===== config.mk =====
export PLATFORM = sky130hd
export DESIGN_NAME = hs_tx_encoder
export DESIGN_NICKNAME = d
export VERILOG_FILES = /design/src/rtl/hs_tx_encoder.sv
export SDC_FILE = /design/constraint.sdc
export NUM_CORES = 1
export LEC_CHECK = 0
export CAP_MARGIN = 20
export CORE_MARGIN = 5
export CORE_UTILIZATION = 45
export DETAILED_ROUTE_END_ITERATION = 10
export MAX_ROUTING_LAYER = met4
export PLACE_DENSITY = 0.67
export REMOVE_ABC_BUFFERS = 1
export SYNTH_ARGS = -nofsm -noshare
export SYNTH_HDL_FRONTEND = slang
export SYNTH_SLANG_ARGS = --single-unit

===== constraint.sdc =====
create_clock -name clock_480 -period 2 [get_ports clock_480]
set_clock_uncertainty 0.05 [all_clocks]
set_input_delay 0.3 -clock clock_480 [delete_from_list [all_inputs] [get_ports clock_480]]
set_output_delay 0.3 -clock clock_480 [all_outputs]
set_load 0.01 [all_outputs]

===== src/rtl/hs_tx_encoder.sv =====
// USB2 HS transmit encoder: byte handshake in, SYNC + bit-stuffed NRZI data + EOP out,
// one line bit per clock_480 cycle. Registers always hold the bit currently on the line.
module hs_tx_encoder #(
  parameter int SYNC_BITS = 32,
  parameter int EOP_BITS  = 8,
  parameter int STUFF_RUN = 6
) (
  input  logic       clock_480,
  input  logic       reset,
  input  logic       tx_valid,
  input  logic [7:0] tx_data_in,
  output logic       tx_ready,
  output logic       tx_line,
  output logic       tx_en,
  output logic       busy
);
  localparam int CW = $clog2((SYNC_BITS > EOP_BITS ? SYNC_BITS : EOP_BITS) + 1);
  localparam int OW = $clog2(STUFF_RUN + 1);
  localparam logic [CW-1:0] SYNC_LAST = CW'(SYNC_BITS - 1);
  localparam logic [CW-1:0] SYNC_PREV = CW'(SYNC_BITS - 2);
  localparam logic [CW-1:0] EOP_LAST  = CW'(EOP_BITS - 1);
  localparam logic [OW-1:0] RUN       = OW'(STUFF_RUN);

  typedef enum logic [1:0] {IDLE, SYNC, DATA, EOP} state_t;

  state_t          state_q, state_d;
  logic [CW-1:0]   cnt_q, cnt_d;
  logic [7:0]      sh_q, sh_d;
  logic [3:0]      rem_q, rem_d;
  logic [OW-1:0]   ones_q, ones_d;
  logic [7:0]      hold_q, hold_d;
  logic            hold_full_q, hold_full_d;
  logic            line_q, line_d;
  logic            en_q, en_d;
  logic            busy_q, busy_d;
  logic            active, need_byte, stuff_now, end_now, emit, bit_out;

  always_comb begin
    state_d     = state_q;
    cnt_d       = cnt_q;
    sh_d        = sh_q;
    rem_d       = rem_q;
    ones_d      = ones_q;
    hold_d      = hold_q;
    hold_full_d = hold_full_q;
    line_d      = line_q;
    en_d        = en_q;
    busy_d      = busy_q;
    emit        = 1'b0;
    bit_out     = 1'b0;

    active    = (state_q == SYNC) || (state_q == DATA);
    need_byte = ((state_q == SYNC) && (cnt_q == SYNC_LAST)) ||
                ((state_q == DATA) && (rem_q == 4'd0));
    stuff_now = active && (ones_q == RUN);
    // A byte showing up in the very cycle the shifter runs dry is too late.
    end_now   = need_byte && !stuff_now && !hold_full_q;
    tx_ready  = tx_valid && active && !hold_full_q && !end_now;

    case (state_q)
      IDLE: begin
        if (tx_valid) begin
          state_d = SYNC;
          cnt_d   = '0;
          en_d    = 1'b1;
          busy_d  = 1'b1;
          emit    = 1'b1;
        end
      end
      SYNC, DATA: begin
        emit = 1'b1;
        if (stuff_now) begin
          bit_out = 1'b0;
        end else if (need_byte) begin
          if (hold_full_q) begin
            state_d     = DATA;
            bit_out     = hold_q[0];
            sh_d        = {1'b0, hold_q[7:1]};
            rem_d       = 4'd7;
            hold_full_d = 1'b0;
          end else begin
            state_d = EOP;
            cnt_d   = '0;
          end
        end else if (state_q == SYNC) begin
          cnt_d   = cnt_q + CW'(1);
          bit_out = (cnt_q == SYNC_PREV);
        end else begin
          bit_out = sh_q[0];
          sh_d    = {1'b0, sh_q[7:1]};
          rem_d   = rem_q - 4'd1;
        end
      end
      EOP: begin
        if (cnt_q == EOP_LAST) begin
          state_d = IDLE;
          en_d    = 1'b0;
          busy_d  = 1'b0;
          line_d  = 1'b1;
        end else begin
          cnt_d   = cnt_q + CW'(1);
          emit    = 1'b1;
          bit_out = 1'b1;
        end
      end
      default: state_d = IDLE;
    endcase

    // NRZI: a data zero toggles the line; the ones run feeds the stuffing decision.
    if (emit) begin
      line_d = bit_out ? line_q : ~line_q;
      ones_d = bit_out ? ones_q + OW'(1) : '0;
    end

    if (tx_ready) begin
      hold_d      = tx_data_in;
      hold_full_d = 1'b1;
    end
  end

  always_ff @(posedge clock_480 or posedge reset) begin
    if (reset) begin
      state_q     <= IDLE;
      cnt_q       <= '0;
      sh_q        <= '0;
      rem_q       <= '0;
      ones_q      <= '0;
      hold_q      <= '0;
      hold_full_q <= 1'b0;
      line_q      <= 1'b1;
      en_q        <= 1'b0;
      busy_q      <= 1'b0;
    end else begin
      state_q     <= state_d;
      cnt_q       <= cnt_d;
      sh_q        <= sh_d;
      rem_q       <= rem_d;
      ones_q      <= ones_d;
      hold_q      <= hold_d;
      hold_full_q <= hold_full_d;
      line_q      <= line_d;
      en_q        <= en_d;
      busy_q      <= busy_d;
    end
  end

  assign tx_line = line_q;
  assign tx_en   = en_q;
  assign busy    = busy_q;
endmodule


==> reports/summary.md, run 1 <==
In this run the count of I/O pins placed on the die edge is 15. By area the synthesized netlist is led by sky130_fd_sc_hd__dfrtp_1, sky130_fd_sc_hd__ha_1, sky130_fd_sc_hd__mux2_2. Setup repair after global routing could not meet its margin everywhere.

After synthesis, the mean cell area works out to 10.1 µm². The wire length of the first global-routing pass was 8320 µm; the non-filler instance count after layout was 297. The net count reported at finish came out at 268. The run gives 0 as the number of endpoints with negative hold slack in the final report. In this run the clock root is driven by a sky130_fd_sc_hd__clkbuf_8. Routability-driven placement finished with a final weighted congestion of 0.811. The worst path in the final design needs a cycle of 2010 ps, including I/O delays and setup. Before antenna repair, the detailed router went through 4 iterations. Across the run, the number of max-cap violations was 0.

For the initial core utilization, the log shows 47.1%. The most used flip-flop cell after synthesis is sky130_fd_sc_hd__dfrtp_1. The cell count after synthesis came out at 190. The data required time of the worst path came out at 2120 ps. The total overflow left after global routing is 0. The later pin in the worst-skew pair is clocked with a latency of 280 ps. The critical path startpoint category is a flop. Cells with a size suffix above 1 make up 36.4% of the layout. The library cell with the largest summed area after synthesis is sky130_fd_sc_hd__dfrtp_1. The share of synthesized cell area in full adder, half adder and majority cells was 7.19%. The tools report the sort of element at the end of the critical path as a flop. For the remaining number of nets flagged by the antenna check after routing, the log shows 0.

The design draws 4.35 mW. The number of fill cells came out at 304. Counting flops and latches in the post-synthesis netlist gives 33. Summed over its instances, the top area cell type makes up 41.9% of the synthesized netlist area. In this run the critical register-to-register path is captured at cnt_q[1]. In this run the vertical extent of the chip is 75.2 µm.

The dominant combinational cell family by area after synthesis was compound AO/OA/AOI/OAI gates. The overall track demand over capacity in global routing is 19.8%. After Yosys synthesis, and, or, nand and nor cells account for 15.3% of the synthesized area.

The tools report the number of levels the H-tree was split into as 2. The worst register-to-register path has a setup slack of -10 ps. The total vias in the final route was 1707; the parity-gate share of the synthesized area counting xor and xnor cells was 0%. Counting along the longest clock path gives a buffer depth of 2.

For the footprint of the multi-input gates, the log shows 1120 µm². The cell area that synthesis handed to floorplanning was 1910 µm². The die is 75.2 µm wide. The area fraction in compound gates after synthesis came out at 23.3%. Port buffering added 14 buffers.

Wires add up to 4960 µm. For the final setup TNS, the log shows -9.86 ps. The largest stage delay on the critical path was 440 ps. Mux cell area share after synthesis: 6.54%. Traced cell by cell, the critical path runs through buf_12 -> ha_4 -> nand4b_4 -> buf_6 -> o21a_4 -> o22ai_4 -> a21oi_2 -> mux2_4. The run gives 5660 µm² as the area of the die. The flow ran to the end, but the final reports show violations. The data arrival time of the worst path is 2130 ps. The worst register-to-register path has a depth of 8. Post-synthesis cell type count: 49.

The tools report the cell total after placement as 280. For the detailed-route DRC error count, the log shows 0. TritonCTS built the clock tree. The first routing iteration left 122 violations. Of the synthesized area, sequential elements account for 43.2%.

The max-slew violation total from the final report was 0; the utilization after layout was 65.3%. The run gives -151 ps as the worst slack at placement. Power spread over the standard cell area amounts to 1640 nW/µm².

The placeable core area was 4060 µm²; the largest net degree at the start of global routing was 34. Relative to the synthesized area, the layout overhead comes to 38.6%. Summing all non-filler instances in the final layout gives an area of 2650 µm².

The critical path is of the flop to flop type. For this design, the slowest cell found on the critical path is sky130_fd_sc_hd__dfrtp_1. The total of warnings raised by yosys is 0, and the post-route clock period utilization is 100%. The largest fanout on the critical path is 6.

The async set-reset flop share out of synthesis came out at 100%. Summing all placed instances gives a cell area of 2320 µm². The path class of the tightest hold or removal check is input port to asynchronous set/reset pin.

The cts-stage hold buffer count is 0. After clock tree synthesis, the clock-pin slew on the worst setup and hold paths is 70 ps. In this run, synthesis inferred 0 flip-flops with an integrated enable.

Via count of the first global-routing pass: 1792. Derived from the worst setup path, the maximum achievable clock frequency is 0.498 GHz. The wire-length estimate of the detail-placed layout is 3420 µm.

The checks that failed: setup timing. At the pin with the least slew margin, the transition time is 431 ps. Initial antenna violation count: 0. The wire length per cell after detailed routing was 16.7 µm. 0 antenna diodes ended up in the layout. The worst path setup slack after routing is -9.86 ps, and the vias per cell is 5.75. Counting the buffers created by CTS gives 5. The logs give 1 for the count of final setup violators and 0.749 mV for the largest vdd supply drop.

Number of clock sinks seen by CTS: 33. The leakage power of the design came out at 1.21 nW. The count of standard-cell rows is 23.

Across all hold checks on the routed design, the worst slack comes to 357 ps. The startpoint identified for the worst register-to-register timing path is state_q[0]. Headroom to the max-slew limit came out at 71.2%. The combined flip-flop and latch cell area was 827 µm².
placed cells by master, fill, tap and decap left out, drive strengths merged, types with 2 or more instances in the layout:
cell type	netlist	routed
a22o	4	4
nor3	3	3
dfrtp	32	32
a21oi	9	9
nor2b	2	2
mux2	9	9
o21a	2	2
inv	16	16
o21ai	9	9
a221o	4	4
a211oi	3	3
o211ai	3	3
mux2i	2	2
buf	3	41
a21o	2	2
ha	11	11
nand2	20	20
o22ai	5	5
nand3	5	5
clkdlybuf4s50	0	13
nor2	17	17
clkbuf	2	7
a31oi	8	8
and2	2	2
critical path, delay by kind of cell (launching register included):
family / cells / cell delay (ps)
and+or+nand+nor: 1 / 110
adders and majority gates: 1 / 140
AOI/OAI and AO/OA: 3 / 560
DFF: 1 / 440
buffers and inverters: 2 / 280
muxes: 1 / 310
synthesized netlist by cell type (3+ instances only):
cell                      number
sky130_fd_sc_hd__dfrtp_1      32
sky130_fd_sc_hd__nand2_1      19
sky130_fd_sc_hd__nor2_1       17
sky130_fd_sc_hd__inv_1        16
sky130_fd_sc_hd__ha_1         11
sky130_fd_sc_hd__a31oi_1       8
sky130_fd_sc_hd__mux2_2        8
sky130_fd_sc_hd__o21ai_0       8
sky130_fd_sc_hd__a21oi_1       7
sky130_fd_sc_hd__nand3_1       5
sky130_fd_sc_hd__a221o_1       4
sky130_fd_sc_hd__a22o_1        4
sky130_fd_sc_hd__o22ai_1       4
sky130_fd_sc_hd__nor3_1        3
worst max-delay path by stage:
stage	end	slack (ps)	startpoint
global placement	tx_ready	-140	tx_valid
global route	cnt_q[1]	-60	state_q[0]
detailed placement	tx_ready	-150	tx_valid
floorplan	hold_q[0]	-200	state_q[1]
CTS	tx_line	4	state_q[0]
finish	cnt_q[1]	-10	state_q[0]
logic make-up after synthesis:
logic type,Yosys count
AO/OA/AOI/OAI,57
buffers and inverters,21
AND/OR/NAND/NOR,57
flip-flops,33
multiplexers,11
adder cells (fa/ha/maj),11
area by class of cell:
class                      instances  area share [%]
clock buffer                       7            3.26
clock inverter                     1            1.13
inverter                          16            2.27
multi-input combinational        136            42.3
sequential                        33            31.2
tap                               50            2.36
timing repair buffer              54            17.5
state kept, by name, summed over array words and instances, names as in the netlist, 2 cells and up:
| signal | count |
|---|---|
| ones_q | 3 |
| cnt_q | 6 |
| sh_q | 7 |
| hold_q | 8 |
| state_q | 2 |
| rem_q | 4 |
timing repair:
action	CTS	global route
setup endpoints to repair	12	19
cloned	0	0
setup buffers	4	6
pin swaps	2	9
resized for setup	18	14
layer usage:
layer	GRT usage [%]	vias up	part of all wire, %
met5	-	-	0
met4	7.57	0	2.2
met3	3.20	12	3.4
met2	34.0	38	51
met1	23.1	856	43
li1	-	801	-
report_power, final:
part	switching [mW]	leakage, nW	total (mW)	internal, mW
clock network	0.247	0.0585	0.653	0.406
logic	1.25	0.754	2.54	1.29
registers	0.203	0.397	1.16	0.954
total	1.70	1.21	4.35	2.65
Note: power is estimated with default switching activity, not from simulation.
==> inputs of run 2 (changes only) <==
- CELL_PAD_IN_SITES_DETAIL_PLACEMENT: unset -> 0
- CELL_PAD_IN_SITES_GLOBAL_PLACEMENT: unset -> 1
- CORE_UTILIZATION: 45 -> 41
- PLACE_DENSITY: 0.67 -> unset
- PLACE_DENSITY_LB_ADDON: unset -> 0.1
==> reports/summary.md, run 2 (synthesis results as in run 1) <==
For the switching power summed over all nets, the log shows 1.63 mW (-4.2%). The number of levels the H-tree was split into is 2 (unchanged). Combined flip-flop and latch cell area: 827 µm² (unchanged).

The number of endpoints with negative hold slack in the final report came out at 0 (unchanged). Setup repair after global routing could not meet its margin everywhere. The non-filler instance count after layout came out at 297 (unchanged).

The number of fill cells was 396 (+30%). The via count of the first global-routing pass came out at 1613 (-10%). The tools report the slack of the worst reg-to-reg path as -20 ps (about the same). The die boundary width was 78.3 µm (+4.1%); the data arrival time of the worst path was 1670 ps (-460 ps). The register with the most flip-flops is hold_q.

Number of cell instances on the worst register-to-register path: 8 (unchanged). In this run the clock root is driven by a sky130_fd_sc_hd__clkbuf_8. The detailed-route DRC error count was 0 (unchanged). The tools report the routed wire length as 4590 µm (-7.5%). The library cells used most frequently in the layout, excluding fill and tap cells, are sky130_fd_sc_hd__dfrtp_1, sky130_fd_sc_hd__buf_4, sky130_fd_sc_hd__nand2_1, sky130_fd_sc_hd__nor2_1, sky130_fd_sc_hd__inv_1. Layout overhead on the synthesized area: 37.5%. Worst path setup slack after routing: -21.7 ps (-11.8 ps). Utilization after layout: 59.2% (-6.1 points). The tools report the internal power as 2.42 mW (-8.5%). For the initial DRC count, the log shows 99 (-19%). The largest net degree at the start of global routing was 23 (-32%).

The global placement routability congestion was 0.898 (+11%). The largest fanout on the critical path was 3 (-3); the footprint of the multi-input gates was 1140 µm² (+1.3%). The critical path ends at tx_ready. The final non-filler cell area came out at 2630 µm² (-0.76%). The overall track demand over capacity in global routing is 16.3% (-3.5 points), and the post-route clock period utilization is 101% (+0.59 points).

The checks that failed: setup timing. TritonCTS built the clock tree. The tools report the number of clock sinks seen by CTS as 33 (unchanged). The chip height was 78.3 µm (+4.1%). The library cell used most frequently in the layout, excluding fill and tap cells, is sky130_fd_sc_hd__dfrtp_1.

The cts-stage hold buffer count is 0 (unchanged). The run gives 284 (+1.4%) as the cell total after placement. The run gives 2350 µm² (+1.3%) as the placed instance area.

The worst setup path is captured at an output port. The count of port buffers added during placement came out at 14 (unchanged). The clock network fraction of design power is 12.2% (-2.8 points), and the area of the die is 6130 µm² (+8.4%). The remaining number of nets flagged by the antenna check after routing was 0 (unchanged). The wire length of the first global-routing pass came out at 7620 µm (-8.4%).

The tools report the peak clock frequency supported by timing as 0.495 GHz (-0.59%). Critical path startpoint category: a flop. The count of final setup violators is 3 (+2), and the net count reported at finish is 266 (-0.75%). The minimum clock period is 2020 ps (+11.8 ps), and the maximum count of clock buffers along a single path is 2 (unchanged). The CTS buffer count was 5 (unchanged). The wire length per cell after detailed routing was 15.4 µm (-7.5%); the max-slew violation total from the final report was 0 (unchanged). The run gives 43.0% (-4.1 points) as the initial core utilization. The total vias in the final route came out at 1612 (-5.6%).

The tools report the startpoint of the worst-slack reg-to-reg timing path as state_q[1]. The tools report the insertion delay to the later sink of the worst-skew pair as 290 ps (about the same). The largest registers in the layout are hold_q x8, sh_q x7, cnt_q x6. Proportion of layout cells with a drive suffix above 1: 35.9% (-0.52 points). The count of standard-cell rows was 24 (+4.3%). For the diode insertion count for antenna repair, the log shows 0 (unchanged).

The overflow left after global routing was 0 (unchanged). The leakage power of the design came out at 1.19 nW (-1.9%). The placeable core area came out at 4440 µm² (+9.5%). The clock-pin slew reported for the worst setup and hold paths after clock tree synthesis is 70 ps (about the same), and the final hold slack is 311 ps (-45.8 ps).

The HPWL after detailed placement was 3280 µm (-4.2%). The run finished, with violations left. The logs give 0.653 mV (-13%) for the largest vdd supply drop and 62.0% (-9.2 points) for the max-slew headroom at the worst pin. The slew at the pin closest to its max-slew limit is 569 ps (+137 ps), and the vias per cell is 5.43 (-5.6%). The total iterations of the first detailed-routing run came out at 4 (unchanged).

The proportion of power drawn by flip-flops and latches came out at 28.2% (+1.6 points). By startpoint and endpoint, the worst setup path is classified as flop to output port. In this run the critical register-to-register path is captured at cnt_q[1]. The tools report the combinational power share as 59.6% (+1.2 points).

The flip-flop count of the largest register after layout works out to 8 (unchanged). The switching share of power came out at 40.2% (+1.1 points). For the data required time of the worst path, the log shows 1650 ps (-470 ps). Worst min-delay path category: input port to asynchronous set/reset pin. The initial antenna violation count was 0 (unchanged); the number of ports placed on the die boundary was 15 (unchanged). The power density over the cells was 1540 nW/µm² (-6.1%); the max capacitance violation total was 0 (unchanged). The startpoint of the most critical setup path is state_q[1].
==> run 2: cell count changes in the layout (fill, tap and decap cells not counted), sizes merged <==
cell	change
clkinv	+2
clkbuf	-2
bufinv	-1
buf	-2
clkinvlp	+1
==> run 2: worst min path at each step <==
stage,startpoint,to,cells past startpoint
after floorplan,reset,busy,1
after global placement,hold_q[0],hold_q[0],1
after detailed placement,hold_q[5],hold_q[5],1
after CTS,reset,cnt_q[0],2
after global routing,reset,ones_q[1],2
final,reset,ones_q[2],2
==> run 2: layer usage <==
layer / vias up / global-route usage (%) / wire, µm
met1: 791 / 20.5 / 1940
met3: 7 / 3.78 / 187
met5: - / - / 0
met2: 25 / 26.1 / 2400
li1: 789 / - / -
met4: 0 / 5.42 / 59
==> run 2: timing repair <==
| item | in CTS | in global routing |
|---|---|---|
| setup buffers | 3 | 3 |
| pin swaps | 3 | 14 |
| endpoints found under the setup margin | 12 | 20 |
| resized for setup | 16 | 20 |
==> run 2: power by group through the flow <==
stage	clock network, mW	registers, mW	logic (mW)
detailed placement	0	1.15	2.05
global route	0.549	1.17	2.66
floorplan	0	1.14	1.31
CTS	0.515	1.14	2.15
finish	0.494	1.14	2.41
global placement	0	1.13	1.99
==> run 2: critical path, stage by stage, from the launching register on <==
cell	delay (ps)
sky130_fd_sc_hd__dfrtp_1	410
sky130_fd_sc_hd__inv_2	140
sky130_fd_sc_hd__ha_4	170
sky130_fd_sc_hd__nand4b_4	100
sky130_fd_sc_hd__buf_4	160
sky130_fd_sc_hd__o21ai_4	170
sky130_fd_sc_hd__a211oi_4	90
sky130_fd_sc_hd__buf_2	150
==> run 2: stage by stage <==
stage                     TNS [ps]  worst slack (ps)  total power [mW]
after global placement        -398              -161              3.11
after global routing          -809              -114              4.38
after CTS                    -20.6             -10.5              3.81
after detailed placement      -592              -146              3.20
final                        -46.1             -21.7              4.05
after floorplan              -1730              -204              2.45
==> run 2: cell type report <==
class	instances	share of cell area (%)
inverters	16	2.28
clock buffers	5	2.62
well taps	52	2.47
repair buffers	52	17.3
multi-input cells	136	43.2
clock inverters	3	0.666
flip-flops and latches	33	31.4
